==> src/rtl/coreaxitoahbl_wstrb_splitter.sv <==
// Splits one AXI write-strobe beat into naturally aligned, fully enabled AHB transfers.
// Optional macro COREAXITOAHBL_NULL_XFER_EN: an all-zero strobe emits one null descriptor.
module coreaxitoahbl_wstrb_splitter #(
  parameter int DATA_WIDTH = 64,
  parameter int MAX_HSIZE  = 3,
  localparam int STRB_WIDTH = DATA_WIDTH / 8,
  localparam int OFS_W      = $clog2(STRB_WIDTH)
) (
  input  logic                  ACLK,
  input  logic                  ARESETN,
  input  logic                  beatValid,
  output logic                  beatReady,
  input  logic [STRB_WIDTH-1:0] beatStrb,
  input  logic                  beatLast,
  output logic                  xferValid,
  input  logic                  xferReady,
  output logic [OFS_W-1:0]      xferOffset,
  output logic [2:0]            xferSize,
  output logic                  xferBeatEnd,
  output logic                  xferLast,
  output logic                  xferNull
);

  typedef enum logic [0:0] {IDLE, SPLIT} splitState;

  splitState             state, stateNext;
  logic [STRB_WIDTH-1:0] remMask, remNext;
  logic [STRB_WIDTH-1:0] xferMask, candMask;
  logic                  lastFlag, lastNext;
  logic [OFS_W-1:0]      lowIdx;
  logic [2:0]            sizeSel;
  logic                  grow;
  logic                  splitActive, beatEnd, beatTake;

  always_comb begin
    lowIdx = '0;
    for (int i = STRB_WIDTH - 1; i >= 0; i--) begin
      if (remMask[i]) lowIdx = OFS_W'(i);
    end
  end

  // Grow the transfer while it stays naturally aligned and fully enabled.
  always_comb begin
    sizeSel          = '0;
    xferMask         = '0;
    xferMask[lowIdx] = 1'b1;
    candMask         = '0;
    grow             = 1'b1;
    for (int k = 1; k <= MAX_HSIZE; k++) begin
      for (int j = 0; j < STRB_WIDTH; j++) begin
        candMask[j] = (j >= int'(lowIdx)) && (j < int'(lowIdx) + (1 << k));
      end
      if (grow && ((int'(lowIdx) & ((1 << k) - 1)) == 0) &&
          ((remMask & candMask) == candMask)) begin
        sizeSel  = 3'(k);
        xferMask = candMask;
      end else begin
        grow = 1'b0;
      end
    end
  end

  assign splitActive = (state == SPLIT);
  assign beatEnd     = splitActive && ((remMask & ~xferMask) == '0);
  assign beatReady   = ARESETN && (!splitActive || (xferReady && beatEnd));
  assign beatTake    = beatValid && beatReady;

  always_comb begin
    stateNext = state;
    remNext   = remMask;
    lastNext  = lastFlag;
    if (splitActive && xferReady) begin
      remNext = remMask & ~xferMask;
      if (beatEnd) stateNext = IDLE;
    end
    if (beatTake) begin
      remNext  = beatStrb;
      lastNext = beatLast;
`ifdef COREAXITOAHBL_NULL_XFER_EN
      stateNext = SPLIT;
`else
      stateNext = (beatStrb != '0) ? SPLIT : IDLE;
`endif
    end
  end

  always_ff @(posedge ACLK) begin
    if (!ARESETN) begin
      state    <= IDLE;
      remMask  <= '0;
      lastFlag <= 1'b0;
    end else begin
      state    <= stateNext;
      remMask  <= remNext;
      lastFlag <= lastNext;
    end
  end

  assign xferValid   = splitActive;
  assign xferOffset  = splitActive ? lowIdx : '0;
  assign xferSize    = splitActive ? sizeSel : '0;
  assign xferBeatEnd = beatEnd;
  assign xferLast    = beatEnd && lastFlag;
`ifdef COREAXITOAHBL_NULL_XFER_EN
  assign xferNull    = splitActive && (remMask == '0);
`else
  assign xferNull    = 1'b0;
`endif

endmodule

==> config.mk <==
export PLATFORM = sky130hd
export DESIGN_NAME = coreaxitoahbl_wstrb_splitter
export DESIGN_NICKNAME = d
export VERILOG_FILES = /design/src/rtl/coreaxitoahbl_wstrb_splitter.sv
export SDC_FILE = /design/constraint.sdc
export NUM_CORES = 1
export LEC_CHECK = 0
export CAP_MARGIN = 20
export CORE_MARGIN = 1.5
export CORE_UTILIZATION = 50
export CTS_BUF_LIST = sky130_fd_sc_hd__clkbuf_8
export DETAILED_ROUTE_END_ITERATION = 16
export PLACE_DENSITY = 0.82
export REMOVE_ABC_BUFFERS = 1
export SYNTH_ARGS = -nofsm -noshare
export SYNTH_HDL_FRONTEND = slang
export SYNTH_SLANG_ARGS = --single-unit
==> constraint.sdc <==
create_clock -name ACLK -period 6.5 [get_ports ACLK]
set_input_delay 1.3 -clock ACLK [delete_from_list [all_inputs] [get_ports ACLK]]
set_output_delay 1.3 -clock ACLK [all_outputs]
set_load 0.01 [all_outputs]
==> metrics.md <==
| Metric | Value |
|---|---|
| Max-cap violation count | `0` |
| TritonCTS clock tree | `built` |
| Final worst slack | `270 ps` |
| Ys Warns | `0` |
| Inserted Clock Buffers | `3` |
| Setup TNS | `0 ps` |
| Synth area leader | `dfxtp_1` |
| GRT Overall Usage | `0.278` |
| Post-CTS Hold Buffers | `0` |
| Top cells by count, synth | `nand2_1, nor2_1, inv_1, a21oi_1, o211ai_1` |
| Seq/Total Area, Yosys | `0.133` |
| Die height | `58.0 µm` |
| Largest cells by area after synthesis | `dfxtp_1, mux2i_1, o211ai_1` |
| Die area | `3360 µm²` |
| Syn Std Cell Area | `1510 µm²` |
| Worst Hold Class | `reg2reg` |
| Worst endpoint required time | `5200 ps` |
| Pwr Total | `384 µW` |
| Status | `finished, final reports clean` |
| DR WL/cell | `17.3 µm` |
| Crit path kind | `reg2out` |
| Remaining antenna violation count | `0` |
| IO Count | `24` |
| Peak supply drop | `0.137 mV` |
| Worst Max-Slew Pin Slew | `892 ps` |
| Reg2reg path depth | `15` |
| Worst Path Max Fanout | `18` |
| Clock-pin slew on the worst setup and hold paths | `50 ps` |
| FILL cells | `243` |
| Vias | `1,730` |
| Skew-Pair Late Insertion Delay | `240 ps` |
| H-tree Lvls | `1` |
| Clock Path Buffers | `2` |
| RSZ-0062 raised after global routing | `false` |
| Slew HR | `0.390` |
| Final worst path period share | `0.959` |
| Layout area overhead | `15.9%` |
| Count of final setup violators | `0` |
| Yosys top cell area share | `0.133` |
| Post-route DRC | `0` |
| Largest net degree at the start of global routing | `21` |
| HP Start | `lastFlag` |
| Layout cells sized above 1 | `0.113` |
| Vias in the first global route | `1,606` |
| Post-DP HPWL | `3.16 mm` |
| Min cycle time layout | `6230 ps` |
| Max Freq | `0.161 GHz` |
| CP Launch Point | `remMask[5]` |
| CP startpoint kind | `flop` |
| P_leak | `0.634 nW` |
| Drt first-iter violations | `144` |
| Initial Util | `0.538` |
| CORE AREA | `2810 µm²` |
| Primary FF master, synth | `dfxtp_1` |
| Reg2reg setup slack | `1840 ps` |
| Yosys reg bits | `10` |
| Worst Skew | `3.68 ps` |
| Mapped Cells | `208` |
| I/O Buffers | `21` |
| TritonCTS Sinks | `10` |
| Post-Route WL | `4.38 mm` |
| Root buf cell | `clkbuf_8` |
| Top-count cell post-synth | `nand2_1` |
| Core Rows | `19` |
| Reg2reg start | `remMask[5]` |
| CP arrival | `4930 ps` |
| Final hold violation count | `0` |
| DR pass1 iterations | `5` |
| Ant. Diodes | `0` |
| Pre-CTS setup slack | `459 ps` |
| Max Slew Vio Count | `0` |
| Post-synth EDFFs | `0` |
| Die Wd | `58.0 µm` |
| Yosys cell types | `57` |
| Crit path capture type | `output port` |
| Drt via density | `6.84` |
| GR Overflow Total | `0` |
| Post-synth ARST share | `0` |
| Power density cells | `219 nW/µm²` |
| RePlAce Congestion | `0.971` |
| Synthesized area per cell | `7.26 µm²` |
| Nets | `241` |
| Worst Hold Depth | `2` |
| Initial antenna violation count | `0` |
| Global-route wire length before repair | `7.37 mm` |
## metal layers
layer	global-route usage	wire [µm]
met1	0.393	1880
met2	0.412	1920
met3	0.0580	477
met4	0.110	99
met5	0	0
## layout by cell type, fill, tap and decap left out, types with 3 or more instances in the layout
master,n
a211oi_1,6
a21oi_1,11
a31oi_1,4
and2_1,5
buf_4,6
clkbuf_8,4
clkdlybuf4s50_1,21
dfxtp_1,9
ha_1,4
inv_1,13
mux2i_1,10
nand2_1,20
nand2b_1,3
nand3_1,3
nor2_1,18
nor2b_1,3
nor3_1,5
nor4_1,3
o211ai_1,11
o21ai_0,9
o21ai_1,3
or3_1,5
or4_1,3
## sequential cells by signal (all words and copies together) (netlist names)
register	flops
lastFlag	1
remMask	8
xferValid	1
## metrics by stage
stage | utilization | instance area [µm²] | hold WS [ps] | std cells
after floorplan | - | 1390 | 430 | 191
after global placement | 0.600 | 1680 | 441 | 249
after detailed placement | 0.600 | 1680 | 448 | 249
after CTS | 0.620 | 1740 | 455 | 253
after global routing | 0.624 | 1750 | 489 | 253
final | 0.624 | 1750 | 452 | 253
## worst max-delay path, cell delays in order, from the launching register on
cell             delay (ps)
dfxtp_1                 410
or2_4                   290
o21a_1                  200
nor2_1                  270
inv_1                   110
ha_2                    320
nor2b_1                 200
o311ai_2                 80
o211ai_1                120
a2111o_1                430
or3_1                   520
a211oi_1                360
o22ai_1                 210
o41ai_2                 410
and2_1                  200
clkdlybuf4s50_1         540
## final cells by class
class,count,area (µm²),share of cell area
Multi-Input combinational cell,168,1150,0.658
Timing Repair Buffer,27,255,0.146
Tap cell,31,38.8,0.0222
Clock buffer,4,55.1,0.0315
Sequential cell,10,201,0.115
Inverter,13,48.8,0.0279
## final timing paths
check / end
worst max-delay path: beatReady
worst min-delay path: lastFlag
worst max register to register: remMask[3]
worst min register to register: lastFlag
## power breakdown
part           switching [mW]  internal [mW]
clock network          0.0266         0.0534
logic                   0.135         0.0918
registers              0.0106         0.0665
total                   0.172          0.212
## logic make-up (layout without fill, tap and decap cells)
| logic type | Yosys count | count (layout) | share of synthesized area |
|---|---|---|---|
| other | 1 | 2 | 0.00248 |
| DFF | 10 | 10 | 0.133 |
| AOI/OAI and AO/OA | 74 | 74 | 0.384 |
| muxes | 10 | 10 | 0.0663 |
| buffers and inverters | 31 | 44 | 0.114 |
| adders and majority gates | 5 | 5 | 0.0414 |
| and+or+nand+nor | 77 | 77 | 0.259 |
## what timing repair did
action                     in CTS  in global routing
buffers inserted                0                  0
setup endpoints to repair       0                  2
resized for setup               0                  3
(Power assumes the default switching activity.)
